File: config.mk
export PLATFORM = sky130hd
export DESIGN_NAME = pc_fetch_stk
export DESIGN_NICKNAME = d
export VERILOG_FILES = /design/src/rtl/pc_fetch_stk.sv
export SDC_FILE = /design/constraint.sdc
export NUM_CORES = 1
export LEC_CHECK = 0
export CAP_MARGIN = 5
export CORE_UTILIZATION = 52
export CTS_CLUSTER_DIAMETER = 200
export DETAILED_ROUTE_END_ITERATION = 6
export GPL_TIMING_DRIVEN = 0
export PLACE_DENSITY_LB_ADDON = 0.2
export SYNTH_ARGS = -nofsm -noshare
export SYNTH_HDL_FRONTEND = slang
export SYNTH_SLANG_ARGS = --single-unit
File: constraint.sdc
create_clock -name clk -period 6.7 [get_ports clk]
set_input_delay 2.01 -clock clk [delete_from_list [all_inputs] [get_ports clk]]
set_output_delay 2.01 -clock clk [all_outputs]
set_load 0.005 [all_outputs]
File: src/rtl/pc_fetch_stk.sv
// Fetch stage: owns the program counter and a 2-level return stack, registers the
// fetched word for decode and applies redirects/skips coming back from execute.
module pc_fetch_stk #(
    parameter int unsigned          PC_W      = 11,
    parameter int unsigned          INS_W     = 12,
    parameter logic [PC_W-1:0]      RESET_VEC = 11'h7FF,
    parameter logic [INS_W-1:0]     NOP_INS   = '0
) (
    input  logic                clk,
    input  logic                rst,
    input  logic                stall,
    input  logic                br_goto,
    input  logic                br_call,
    input  logic                br_ret,
    input  logic                br_pcl,
    input  logic                skip,
    input  logic [8:0]          k9,
    input  logic [1:0]          pa,
    input  logic [7:0]          pcl_d,
    input  logic [INS_W-1:0]    ins_i,
    output logic [PC_W-1:0]     rom_addr,
    output logic [INS_W-1:0]    ins_o,
    output logic [PC_W-1:0]     pc_o,
    output logic [1:0]          stk_depth,
    output logic                stk_ovf,
    output logic                stk_unf
);

    typedef enum logic [2:0] {
        RD_NONE,
        RD_CALL,
        RD_GOTO,
        RD_RET,
        RD_PCL
    } redir_e;

    logic [PC_W-1:0]  r_pc;
    logic [INS_W-1:0] r_ins;
    logic [PC_W-1:0]  r_pc_o;
    logic [PC_W-1:0]  r_stk0;
    logic [PC_W-1:0]  r_stk1;
    logic [1:0]       r_depth;
    logic             r_ovf;
    logic             r_unf;

    redir_e           w_kind;
    logic [PC_W-1:0]  w_target;
    logic [PC_W-1:0]  w_pc_inc;

    // Simultaneous redirect requests resolve as call > goto > ret > pcl.
    always_comb begin
        w_kind = RD_NONE;
        if (br_call)
            w_kind = RD_CALL;
        else if (br_goto)
            w_kind = RD_GOTO;
        else if (br_ret)
            w_kind = RD_RET;
        else if (br_pcl)
            w_kind = RD_PCL;
    end

    always_comb begin
        w_target = r_pc;
        case (w_kind)
            RD_CALL: w_target = PC_W'({pa, 1'b0, k9[7:0]});
            RD_GOTO: w_target = PC_W'({pa, k9});
            RD_RET:  w_target = r_stk0;
            RD_PCL:  w_target = PC_W'({pa, 1'b0, pcl_d});
            default: w_target = r_pc;
        endcase
        w_pc_inc = r_pc + PC_W'(1);
    end

    always_ff @(posedge clk or posedge rst) begin
        if (rst) begin
            r_pc    <= RESET_VEC;
            r_ins   <= NOP_INS;
            r_pc_o  <= '0;
            r_stk0  <= '0;
            r_stk1  <= '0;
            r_depth <= '0;
            r_ovf   <= 1'b0;
            r_unf   <= 1'b0;
        end else if (!stall) begin
            r_pc_o <= r_pc;
            if (w_kind != RD_NONE) begin
                r_pc  <= w_target;
                r_ins <= NOP_INS;
                if (w_kind == RD_CALL) begin
                    // r_pc already points past the call, so it is the return address.
                    r_stk1 <= r_stk0;
                    r_stk0 <= r_pc;
                    if (r_depth == 2'd2)
                        r_ovf <= 1'b1;
                    else
                        r_depth <= r_depth + 2'd1;
                end else if (w_kind == RD_RET) begin
                    r_stk0 <= r_stk1;
                    if (r_depth == 2'd0)
                        r_unf <= 1'b1;
                    else
                        r_depth <= r_depth - 2'd1;
                end
            end else begin
                r_pc  <= w_pc_inc;
                r_ins <= skip ? NOP_INS : ins_i;
            end
        end
    end

    assign rom_addr  = r_pc;
    assign ins_o     = r_ins;
    assign pc_o      = r_pc_o;
    assign stk_depth = r_depth;
    assign stk_ovf   = r_ovf;
    assign stk_unf   = r_unf;

endmodule

Yosys cells after proc, flatten, opt, wreduce, memory -nomap -nowiden
Cells that the tools add are included.
Storage, ports and cells
  flip-flop bits (word level): 60
  input bits: 39
  output and inout port bits: 38
  logic and storage cells: 44
Cells by class
  $add $sub $neg: 3
  equal/unequal tests: 8
  multiplexer cells: 14
  bitwise gates (word level): 2
  reductions and logical operators: 9
Operators with widths (number)
  11-bit case mux with 4 select lines: 1
  11-bit 2-to-1 mux: 3
  12-bit 2-to-1 mux: 2
  3-bit 2-to-1 mux: 4
  11-bit by 1-bit adder with 11-bit output (second input constant): 1
  5-bit AND reduction: 2
  2-bit 2-to-1 mux: 4
  3-bit by 2-bit == test with 1-bit output (second input constant): 2
  3-bit AND reduction: 2
  5-bit by 1-bit != test with 1-bit output (second input constant): 1
  2-bit != test (second input constant): 2
  4-bit AND reduction: 1
  3-bit by 1-bit == test with 1-bit output (second input constant): 1
  3-bit == test (second input constant): 1
  3-bit nonzero test: 1
  2-bit by 1-bit adder with 2-bit output (second input constant): 1
  2-bit == test (second input constant): 1
  2-bit zero test: 1
  1-bit NOT: 2
  2-bit AND reduction: 1
  2-bit nonzero test: 1
  2-bit by 1-bit subtractor with 2-bit output (second input constant): 1

Longest topological paths before layout
  depth in word-level cells: 7
  mapped depth: 6
  depth with buffers taken out: 5

Worst setup path after synthesis
Ideal clock, no wire load.
  path type: in2reg
  from: input port br_call
  to: register r_pc[6] (netlist: rom_addr[6])
  setup time: 77 ps
  data arrival time: 3258 ps
  data required time: 6623 ps
  path slack: 3364 ps
  stages: 5
  path buffers: 2
  cells stage by stage: buf_6 -> or4_4 -> buf_6 -> o32a_1 -> o22ai_1
Between the ends
  word-level cells in the longest chain between the ends: 4
  elaborated cells between the ends (all ways): 10
  classes of those cells: eq/ne: 5; mux: 3; reduce/logical: 2
Ends and longest elaborated chain
  start: declaration: line 13  | input logic br_call,
  3-bit 2-to-1 mux *: line 53  | if (br_call)
  3-bit == test (tied with other cells): line 65  | case (w_kind)
  11-bit case mux with 4 select lines / 5-bit by 1-bit != test with 1-bit output (equally long branches)
  11-bit 2-to-1 mux / 2-bit AND reduction (equally long branches)
  end signal: assignment: line 88  | r_pc <= w_target;
  end signal: assignment: line 106  | r_pc <= w_pc_inc;
  end: declaration: line 37  | logic [PC_W-1:0] r_pc;
Every way passes the cells marked *; elsewhere a longest branch is shown, timed or not.
A chain may end at the register's enable or synchronous reset.

Worst setup path in the final report
  from: input port br_goto
  to: register r_pc[3] (netlist: rom_addr[3])
Between the ends
  word-level cells in the longest chain between the ends: 5
  elaborated cells between the ends (all ways): 11
  classes of those cells: eq/ne: 5; mux: 4; reduce/logical: 2
Ends and longest elaborated chain
  start: declaration: line 12  | input logic br_goto,
  3-bit 2-to-1 mux *: line 55  | else if (br_goto)
  3-bit 2-to-1 mux *: line 53
  3-bit == test (tied with other cells): line 65
  11-bit case mux with 4 select lines / 5-bit by 1-bit != test with 1-bit output (equally long branches)
  11-bit 2-to-1 mux / 2-bit AND reduction (equally long branches)
Marked as above.

==> impl_metrics.toml <==
[timing]
hold_violations = 0
finalSetupTns_ns = 0
fin_skew_ns = 0.006684
fin_crit_ns = 3.674
slew_violations = 0
slew_headroom_pct = 49.07
holdWs_ns = 0.4542
setup_viol = 0
max_freq_mhz = 272.2
period_share_pct = 54.83
rsz0062_at_grt = "false"
worst_pin_slew_ns = 0.7640

[worst_setup_path]
critPathKind = "primary input to flop"
ff2ff_setup_slack_ns = 4.67
max_stage_delay_ns = 0.51
cp.buffers_inverters = 2
crit_start = "br_goto"
cp_top_family = "compound AO/OA/AOI/OAI gates"
worstSetupEndpointType = "flop"
timing.rr.start = "rom_addr[3]"
crit_arrival_ns = 3.91
r2r-end = "rom_addr[9]"
reg2reg_depth = 6
critPathCapture = "rom_addr[3]"
cp.depth = 6
crit_chain = "clkdlybuf4s50_1, or2_2, clkbuf_1, a221oi_1, o22a_1, o21ai_0"
critPathMaxFanout = 10
critPathLaunchType = "primary input"
crit_required_ns = 6.94
cp_slowest_cell = "clkdlybuf4s50_1"

[place]
place_congestion = 0.8679
dp_hpwl_mm = 5.303
io_buffer_count = 74

[grt]
grt_use_total_pct = 27.99
grt_pass1_vias = 2313
grt_pass1_wl_mm = 11.44
grt_max_degree = 32
antenna_found_initial = 0
overflow = 0

[yosys]
synthArstFlopShare_pct = 100.0
ys.flop_type = "dfrtp_1"
syn_area_um2 = 2799
yosys_warnings = 0
synth-edff-count = 0
syn_inst = 251
synth-seq-area-share_pct = 54.14
avgSynthCellArea_um2 = 11.15
synth_cell_type_count = 43
syn_nets = 291
yosys_register_bits = 60

[status]
status = "finished, final reports clean"

[route]
drtIter0Drc = 236
drt_wl_total_mm = 7.544
via_per_inst = 5.971
drc = 0
firstDrtPassIters = 5
ant_nets = 0
avgRoutedWirePerCell_um = 18.31
vias = 2460

[worst_hold_path]
worstHoldPathType = "flop to flop"

[floorplanning]
die_w_um = 75.37
initial_core_util_pct = 54.45
core-area_um2 = 5140
ios = 77
fp.dieH_um = 75.37
row_count = 26
dieArea_um2 = 5680

[cts]
cts_tree = "built"
cts_setup_buffers = 0
cts-resized-gates = 0
cts_root_buf = "clkbuf_8"
holdBufCountCts = 0
cts.clk_slew.worst_paths_ns = 0.06
clkLatencyLatePin_ns = 0.34
h-tree-depth = 3
numCtsBuffers = 9
clock_sinks = 60
clockBufferDepth = 2

[pwr]
powerDensity_nw_per_um2 = 270.9
p_leak_nw = 1.635
vdd_drop_max_v = 0.0002041

[flow_run]
cap_violations = 0

[final_layout]
diodes = 0
final_layout_size_suffix_gt1_share_pct = 16.67
final_common_cell = "clkdlybuf4s50_1"
nets = 377
syn2layout_area_growth_pct = 37.55
final_cell_mix = "74 x clkdlybuf4s50_1, 49 x dfrtp_1, 26 x o21ai_0, 21 x mux2_2"
[registers in the layout, indices dropped and copies added (netlist names)]
register,count
ins_o,12
pc_o,11
r_stk0,11
r_stk1,11
rom_addr,11
stk_depth,2
stk_ovf,1
stk_unf,1
[metrics by stage]
stage	total power, mW	setup WS (ns)	std cells	util, %	instance area, um2
6_report	1.043	3.026	412	74.90	3850
5_1_grt	1.081	2.923	412	74.90	3850
4_1_cts	1.042	3.140	412	74.90	3850
3_5_place_dp	0.7126	2.812	396	70.96	3647
3_3_place_gp	0.6986	2.154	395	70.57	3627
2_1_floorplan	0.5898	3.224	251	-	2799
[Yosys cell counts (2+ instances only)]
| cell | count | area share (%) |
|---|---|---|
| nand2_1 | 18 | 2.4 |
| nand4_1 | 3 | 0.67 |
| a221oi_1 | 6 | 1.9 |
| mux2i_1 | 11 | 3.9 |
| nor2_1 | 13 | 1.7 |
| inv_1 | 6 | 0.80 |
| a22o_1 | 13 | 4.1 |
| o22a_1 | 3 | 0.94 |
| dfrtp_1 | 49 | 44 |
| a21oi_1 | 7 | 1.3 |
| and3_1 | 3 | 0.67 |
| nor3_1 | 2 | 0.36 |
| mux2_2 | 21 | 8.4 |
| a21o_1 | 2 | 0.54 |
| a22oi_1 | 2 | 0.54 |
| o32a_1 | 3 | 1.1 |
| nor2b_1 | 2 | 0.45 |
| o22ai_1 | 2 | 0.45 |
| nand3_1 | 2 | 0.36 |
| dfstp_2 | 11 | 10 |
| clkbuf_1 | 17 | 2.3 |
| o21ai_0 | 26 | 4.6 |
| a31oi_1 | 8 | 1.8 |
| buf_6 | 2 | 0.80 |
[cell families (layout without fill, tap and decap cells)]
family / after synthesis / in the layout / share of synthesized area, %
buffers and inverters: 26 / 117 / 4.068
and+or+nand+nor: 51 / 51 / 9.165
AOI/OAI and AO/OA: 80 / 80 / 19.49
adders and majority gates: 1 / 1 / 0.4470
muxes: 32 / 32 / 12.38
xor gates and xnor gates: 1 / 1 / 0.3130
DFF: 60 / 60 / 54.14
[worst register-to-register path, stage by stage, from the launching register on]
cell      delay, ns
dfstp_2        0.52
clkbuf_1       0.36
and4_1         0.26
clkbuf_1       0.26
and3_1         0.23
a31oi_1        0.10
o22a_1         0.22
[layer usage]
metal  GRT usage, %  share of wire [%]  up-vias
li1               -                  -     1114
met1          37.68                 43     1237
met2          44.84                 49       89
met3          5.026                5.6       20
met4          12.35                2.0        0
met5              0                  0        -
[report_power, final]
| part | leakage [nW] | internal, mW | total, mW | switching [mW] |
|---|---|---|---|---|
| registers | 0.744 | 0.432 | 0.488 | 0.0563 |
| clock network | 0.102 | 0.191 | 0.332 | 0.141 |
| logic | 0.789 | 0.132 | 0.223 | 0.0903 |
[layout make-up]
type,instances,area [um2]
clock inverter,4,47.55
fill,386,1290
sequential,60,1515
multi-input combinational,165,1170
clock buffer,12,155.1
tap,70,87.58
buffer,20,91.34
inverter,6,22.52
timing repair buffer,75,760.7
[worst min path at each step]
| stage | depth (start not counted) | end | from | slack (ns) |
|---|---|---|---|---|
| floorplan | 1 | stk_ovf | stk_ovf | 0.45 |
| global placement | 1 | stk_ovf | stk_ovf | 0.44 |
| detailed placement | 1 | stk_ovf | stk_ovf | 0.44 |
| CTS | 1 | stk_ovf | stk_ovf | 0.46 |
| global route | 1 | stk_ovf | stk_ovf | 0.49 |
| finish | 1 | stk_ovf | stk_ovf | 0.45 |
(Power assumes the default switching activity.)
